[config.mk]
export PLATFORM = sky130hd
export DESIGN_NAME = serial_adder_unit
export DESIGN_NICKNAME = d
export VERILOG_FILES = /design/src/rtl/serial_alu_pkg.sv /design/src/rtl/full_adder.sv /design/src/rtl/serial_adder_unit.sv
export SDC_FILE = /design/constraint.sdc
export NUM_CORES = 1
export LEC_CHECK = 0
export ABC_AREA = 1
export ABC_CLOCK_PERIOD_IN_PS = 2400
export BUFFER_PORTS_ARGS = -buffer_cell sky130_fd_sc_hd__buf_2
export CAP_MARGIN = 10
export CORE_ASPECT_RATIO = 0.75
export CORE_MARGIN = 1.5
export CORE_UTILIZATION = 58
export DETAILED_ROUTE_END_ITERATION = 8
export HOLD_SLACK_MARGIN = 0.12
export PLACE_DENSITY = 0.79
export SLEW_MARGIN = 10
export SYNTH_ARGS = -nofsm -noshare
export SYNTH_HDL_FRONTEND = slang
export SYNTH_SLANG_ARGS = --single-unit
[constraint.sdc]
create_clock -name clk -period 2.4 [get_ports clk]
set_clock_uncertainty 0.15 [all_clocks]
set_input_delay 0.48 -clock clk [delete_from_list [all_inputs] [get_ports clk]]
set_output_delay 0.48 -clock clk [all_outputs]
set_load 0.02 [all_outputs]
[src/rtl/serial_alu_pkg.sv]
// serial_alu_pkg: shared state encoding, opcode constants and counter sizing for the serial ALU units.
package serial_alu_pkg;
  typedef enum logic [1:0] {
    ST_IDLE = 2'd0,
    ST_RUN  = 2'd1,
    ST_DONE = 2'd2
  } state_e;
  localparam logic OP_ADD = 1'b0;
  localparam logic OP_SUB = 1'b1;
  function automatic int cnt_width(input int w);
    return (w > 1) ? $clog2(w) : 1;
  endfunction
endpackage

[src/rtl/full_adder.sv]
// full_adder: one-bit full-adder cell used as the serial datapath element.
module full_adder (
  input  logic a,
  input  logic b,
  input  logic cin,
  output logic sum,
  output logic cout
);
  assign sum  = a ^ b ^ cin;
  assign cout = (a & b) | (a & cin) | (b & cin);
endmodule

[src/rtl/serial_adder_unit.sv]
// serial_adder_unit: bit-serial add/subtract, one bit per clock, WIDTH+1 cycle latency.
// Define SERIAL_ADDER_OVF_EN to add the two's-complement overflow output ovf.
module serial_adder_unit
  import serial_alu_pkg::*;
#(
  parameter int WIDTH = 8
) (
  input  logic             clk,
  input  logic             rst,
  input  logic             start,
  input  logic             op_sub,
  input  logic [WIDTH-1:0] a,
  input  logic [WIDTH-1:0] b,
  input  logic             cin,
  output logic             busy,
  output logic             done,
  output logic [WIDTH-1:0] sum,
  output logic             cout
`ifdef SERIAL_ADDER_OVF_EN
  ,
  output logic             ovf
`endif
);
  localparam int CW = cnt_width(WIDTH);
  state_e           state_q;
  logic [WIDTH-1:0] shift_a_q, shift_b_q, res_q, res_d;
  logic [CW-1:0]    cnt_q;
  logic             carry_q, busy_q, done_q, cout_q;
  logic [WIDTH-1:0] sum_q;
  logic             fa_s, fa_c, last;
`ifdef SERIAL_ADDER_OVF_EN
  logic             ovf_q;
  assign ovf = ovf_q;
`endif
  full_adder u_fa (
    .a   (shift_a_q[0]),
    .b   (shift_b_q[0]),
    .cin (carry_q),
    .sum (fa_s),
    .cout(fa_c)
  );
  assign res_d = {fa_s, res_q[WIDTH-1:1]};
  assign last  = cnt_q == CW'(WIDTH - 1);
  assign busy  = busy_q;
  assign done  = done_q;
  assign sum   = sum_q;
  assign cout  = cout_q;
  always_ff @(posedge clk) begin
    if (rst) begin
      state_q   <= ST_IDLE;
      shift_a_q <= '0;
      shift_b_q <= '0;
      res_q     <= '0;
      cnt_q     <= '0;
      carry_q   <= 1'b0;
      busy_q    <= 1'b0;
      done_q    <= 1'b0;
      sum_q     <= '0;
      cout_q    <= 1'b0;
`ifdef SERIAL_ADDER_OVF_EN
      ovf_q     <= 1'b0;
`endif
    end else begin
      case (state_q)
        ST_IDLE: if (start) begin
          shift_a_q <= a;
          shift_b_q <= (op_sub == OP_SUB) ? ~b : b;
          carry_q   <= (op_sub == OP_SUB) ? 1'b1 : cin;
          cnt_q     <= '0;
          res_q     <= '0;
          busy_q    <= 1'b1;
          state_q   <= ST_RUN;
        end
        ST_RUN: begin
          shift_a_q <= shift_a_q >> 1;
          shift_b_q <= shift_b_q >> 1;
          carry_q   <= fa_c;
          res_q     <= res_d;
          if (last) begin
            state_q <= ST_DONE;
            done_q  <= 1'b1;
            sum_q   <= res_d;
            cout_q  <= fa_c;
`ifdef SERIAL_ADDER_OVF_EN
            ovf_q   <= carry_q ^ fa_c;
`endif
          end else begin
            cnt_q <= cnt_q + CW'(1);
          end
        end
        ST_DONE: begin
          done_q  <= 1'b0;
          busy_q  <= 1'b0;
          state_q <= ST_IDLE;
        end
        default: state_q <= ST_IDLE;
      endcase
    end
  end
endmodule

=== Yosys cells after proc, flatten, opt, wreduce, memory -nomap -nowiden ===
Index checks and enable logic that the tools add are counted.

* Flip-flop bits (word level): 41
* Bits in latches: 0
* Bits in writable memories: 0
* Memory bits (read-only): 0
* Input bits: 21
* Output and inout port bits: 11
* Word-level logic and storage cells: 55
* Memories kept: 0

* Add/subtract/negate cells: 1
* $mul: 0
* Divide/modulo/power cells: 0
* Magnitude comparators: 0
* Equality and inequality tests: 6
* Shift operators: 0
* Mux-type cells: 20
* Bitwise gates (word level): 8
* Reduce and logical (&&, ||, !) cells: 10

{| class="wikitable"
|+ Operator list
! kind !! count
|-
| $pmux 8 s2 || 3
|-
| $mux 8 || 4
|-
| $reduce_and 2->1 || 5
|-
| $not 8->8 || 1
|-
| $mux 3 || 2
|-
| $ne 2x2->1 const B || 3
|-
| $pmux 1 s2 || 3
|-
| $pmux 3 s2 || 1
|-
| $reduce_bool 2->1 || 3
|-
| $mux 1 || 4
|-
| $mux 2 || 2
|-
| $pmux 2 s2 || 1
|-
| $add 3x1->3 const B || 1
|-
| $and 1x1->1 || 3
|-
| $eq 3x3->1 const B || 1
|-
| $reduce_and 3->1 || 1
|-
| $eq 2x1->1 const B || 1
|-
| $eq 2x2->1 const B || 1
|-
| $logic_not 2->1 || 1
|-
| $or 1x1->1 || 2
|-
| $xor 1x1->1 || 2
|}

=== Logic depth before layout (Yosys ltp) ===
* Depth in word-level cells: 4
* Gate-level depth with buffers: 8

=== Hierarchy ===
Synthesis repeated with hierarchy kept, for this count alone.

* Cell total of the unflattened synthesis: 269
* Area, all modules: 1,771.7 um^2

{| class="wikitable"
|+ Modules (own cells, without submodules)
! module !! instances !! cells each !! area each (um^2) !! sequential area each (um^2)
|-
| serial_adder_unit || 1 || 268 || 1,751.7 || 800.8
|-
| full_adder || 1 || 1 || 20.0 || 0.0
|}

=== Worst setup path before layout ===
Ideal clock, no wire load.

* Path type: reg2reg
* Start point: reg cnt_q[0]
* End point: reg cnt_q[0]
* Library setup time: 0.117 ns
* Data arrival time: 1.087 ns
* Required time: 2.133 ns
* Path slack: 1.046 ns
* Cell stages (with the launch flop): 7
* Path buffers: 0
* Clock period less this slack: 1.354 ns
* Path through: dfxtp_1 ha_1 ha_1 nor2_1 nor2_1 nor2_1 nor2_1

* Cells in the longest elaborated chain, start to end: 3

{| class="wikitable"
|+ Ends and longest elaborated chain
! what !! line !! source
|-
| start: declaration || serial_adder_unit.sv:27 || <nowiki>logic [CW-1:0] cnt_q;</nowiki>
|-
| start signal: assignment || serial_adder_unit.sv:88 || <nowiki>cnt_q <= cnt_q + CW'(1);</nowiki>
|-
| $add 3x1->3 or $eq 3x3->1 (tied branches) || serial_adder_unit.sv:88, serial_adder_unit.sv:43 ||
|-
| $mux 3 or $ne 2x2->1 (tied branches) || -- ||
|-
| $pmux 3 s2 or $reduce_and 3->1 (tied branches) || -- ||
|}

Parallel ways exist; a longest one is shown, timed or not. The select of a mux whose other input is x is not followed.
A chain may end at the register's enable or synchronous reset.

=== Worst setup path after layout ===
* Start point: reg state_q[0]
* End point: reg sum_q[3] (netlist: sum[3])

* Cells in the longest elaborated chain, start to end: 2

{| class="wikitable"
|+ Ends and longest elaborated chain
! what !! line !! source
|-
| start: declaration || serial_adder_unit.sv:25 || <nowiki>state_e state_q;</nowiki>
|-
| start signal: assignment || serial_adder_unit.sv:50 || <nowiki>state_q <= ST_IDLE;</nowiki>
|-
| start signal: assignment || serial_adder_unit.sv:72 || <nowiki>state_q <= ST_RUN;</nowiki>
|-
| start signal: assignment || serial_adder_unit.sv:80 || <nowiki>state_q <= ST_DONE;</nowiki>
|-
| $eq 2x1->1 || serial_adder_unit.sv:64 || <nowiki>case (state_q)</nowiki>
|-
| $reduce_and 2->1 (no source line) || -- ||
|-
| end signal: assignment || serial_adder_unit.sv:82 || <nowiki>sum_q <= res_d;</nowiki>
|-
| end: declaration || serial_adder_unit.sv:29 || <nowiki>logic [WIDTH-1:0] sum_q;</nowiki>
|}

Every way passes these cells.

==> impl_metrics.env <==
export IMPL_root_buffer="clkbuf_8"
export IMPL_cts_made_buffers=5
export IMPL_worst_slew_pin_transition_ns=0.520
export IMPL_gr_usage_met3_pct=6.61
export IMPL_synth_top_area_cell="dfxtp_1"
export IMPL_top_usage_layer="met2"
export IMPL_place_detailed_hpwl_mm=2.62
export IMPL_totalPowerFinal_mw=1.42
export IMPL_via_count_of_the_routed_design=1684
export IMPL_max_slew_margin_pct=65.2
export IMPL_final_min_clock_period_ns=1.71
export IMPL_count_of_final_max_slew_check_failures=0
export IMPL_initial_core_util_pct=60.4
export IMPL_syn_instance_count=269
export IMPL_global_route_wire_length_before_repair_mm=6.33
export IMPL_dr_pass1_iters=4
export IMPL_worstReg2RegEnd="sum[3]"
export IMPL_postLayoutCoreUtil_pct=70.4
export IMPL_synth_seq_area_share_pct=45.2
export IMPL_yosys_cell_types_count=17
export IMPL_ir_drop_v=0.000579
export IMPL_cell_count_of_the_worst_reg_to_reg_path=5
export IMPL_area_growth_pct=16.7
export IMPL_detailed_router_s_first_iteration_violation_count=94
export IMPL_final_min_period_over_clock_period_pct=71.0
export IMPL_synthesis_area_per_instance_um2=6.59
export IMPL_status="finished, final reports clean"
export IMPL_die_h_um=50.9
export IMPL_non_filler_cells_final=340
export IMPL_postCtsSetupBuffers=0
export IMPL_post_synth_top_area_fraction_pct=45.2
export IMPL_regToRegSetupSlack_ns=0.69
export IMPL_core_area_mm2=0.00294
export IMPL_yosys_reg_bits=40
export IMPL_synth_net_count=293
export IMPL_holdBufCountCts=0
export IMPL_grt_total_usage_pct=25.2
export IMPL_dr_wl_cell_um=10.6
export IMPL_layout_commonest_cell="nand2_1"
export IMPL_setup_violations_final=0
export IMPL_drive_above_1_share_pct=15.6
export IMPL_cp_data_required_time_ns=2.44
export IMPL_max_cap_violations=0
export IMPL_fp_dieArea_mm2=0.00340
export IMPL_cts_htree_levels=2
export IMPL_remaining_drc_errors=0
export IMPL_clock_pin_slew_worst_setup_and_hold_paths_ns=0.08
export IMPL_min_from="a[7]"
export IMPL_initial_antenna_violation_count=0
export IMPL_grt_pass1_vias=1506
export IMPL_globalRoute_totalOverflow=0
export IMPL_antenna_fix_cells=0
export IMPL_min_delay_path_depth=3
export IMPL_timing_fmax_mhz=586
export IMPL_resized_after_cts=0
export IMPL_place_area_mm2=0.00196
export IMPL_yosys_warnings=0
export IMPL_die_width_um=66.8
export IMPL_sort_of_element_at_the_end_of_the_critical_path="flip-flop"
export IMPL_worstPathMaxFanout=10
export IMPL_commonest_non_fill_non_tap_cells_in_the_layout="nand2_1 (117), dfxtp_1 (40), buf_2 (31), inv_1 (27), nor2_1 (23)"
export IMPL_cellLeakagePower_nw=1.09
export IMPL_wirelength_mm=3.60
export IMPL_placedCellCount=332
export IMPL_gr_usage_met1_pct=32.2
export IMPL_clk_insertion_delay_late_ns=0.29
export IMPL_groute_layer_met2_usage_pct=40.8
export IMPL_syn_area_mm2=0.00177
export IMPL_max_clock_path_buffers=2
export IMPL_start_kind="flip-flop"
export IMPL_critical_path_class="reg -> reg"
export IMPL_synth_area_top_cells="dfxtp_1 (45%), nand2_1 (25%), inv_1 (5.7%), nand3_1 (5.6%), nor2_1 (4.9%)"
export IMPL_boundaryPins=32
export IMPL_route_detailed_vias_per_inst=4.95
export IMPL_grt_start_max_net_pins=30
export IMPL_final_design_area_no_fill_mm2=0.00207
export IMPL_rows=17
export IMPL_tritoncts="built"
export IMPL_cts_num_sinks=40
export IMPL_worst_endpoint_data_arrival_time_ns=1.75
export IMPL_timing_setup_tns_ns=0
export IMPL_finish_net_count=325
export IMPL_rsz_0062_raised_after_global_routing="no"
export IMPL_min_delay_worst_endpoint="shift_a_q[7]"
export IMPL_power_density_mw_per_mm2=685
export IMPL_buffer_ports_inserted=31
export IMPL_report_final_hold_viol_count=0
export IMPL_routability_congestion_estimate_from_global_placement=0.855
export IMPL_regToRegStartpoint="state_q[0]"
export IMPL_ant_nets=0
export IMPL_holdCritPathClass="in -> reg"
report_power, final:
group	total [mW]	internal, mW	switching [mW]
registers	0.709	0.693	0.0168
clock network	0.537	0.307	0.230
logic	0.169	0.0620	0.107
total	1.42	1.06	0.354
synth_stat cells:
cell type    n
fa_1         1
o21ai_0     10
ha_1         2
buf_4        1
clkbuf_1     3
dfxtp_1     40
clkinv_1     1
nor2_1      23
a21oi_1     13
o21ai_2      1
nand3_1     20
inv_1       27
xor2_1       1
nor2_2       1
nand2_1    117
inv_2        2
buf_2        6
cell families (layout without fill, tap and decap cells):
group | count (synthesis) | count (layout) | synth area share [%]
adder cells (fa/ha/maj) | 3 | 3 | 2.54
AO/OA/AOI/OAI | 24 | 24 | 6.99
AND/OR/NAND/NOR | 161 | 161 | 35.7
buffers and inverters | 40 | 73 | 9.11
XOR/XNOR | 1 | 1 | 0.494
flip-flops | 40 | 40 | 45.2
sequential cells by signal, summed over array words and instances (netlist names):
signal,flops
cout,1
state_q,2
busy,1
cnt_q,3
carry_q,1
shift_a_q,8
res_q,7
sum,8
done,1
shift_b_q,8
area by class of cell:
class / count / area [um2]
clock inverter: 3 / 42.5
sequential: 40 / 801
timing repair buffer: 35 / 185
tap: 38 / 47.5
inverter: 30 / 113
multi-input combinational: 189 / 810
fill: 255 / 868
clock buffer: 5 / 68.8
stage by stage:
step / worst slack [ns] / hold WS, ns
after CTS: 0.690 / 0.300
after global routing: 0.455 / 0.320
after floorplan: 1.05 / 0.288
after global placement: 0.759 / 0.303
final: 0.695 / 0.296
after detailed placement: 0.727 / 0.307
worst max-delay path, cell delays in order, from the launching register on:
cell and delay, ns:
dfxtp_1 0.42, inv_2 0.08, nor2_1 0.41, nand2_1 0.33
nand3_1 0.15, nand2_1 0.06
how the worst max path moves through the flow:
stage	slack, ns	endpoint	startpoint
6_report	0.69	sum[3]	state_q[0]
5_1_grt	0.46	sum[3]	state_q[0]
4_1_cts	0.69	sum[6]	state_q[0]
3_5_place_dp	0.73	sum[6]	state_q[0]
3_3_place_gp	0.76	sum[1]	rst
2_1_floorplan	1.05	cnt_q[0]	cnt_q[0]
layer usage:
metal / share of wire (%) / routed length, um / up-vias
met5: 0 / 0 / -
met4: 1.2 / 44 / 0
met2: 44 / 1580 / 34
li1: - / - / 885
met1: 50 / 1800 / 760
met3: 5.0 / 181 / 5
Note: power is estimated with default switching activity, not from simulation.
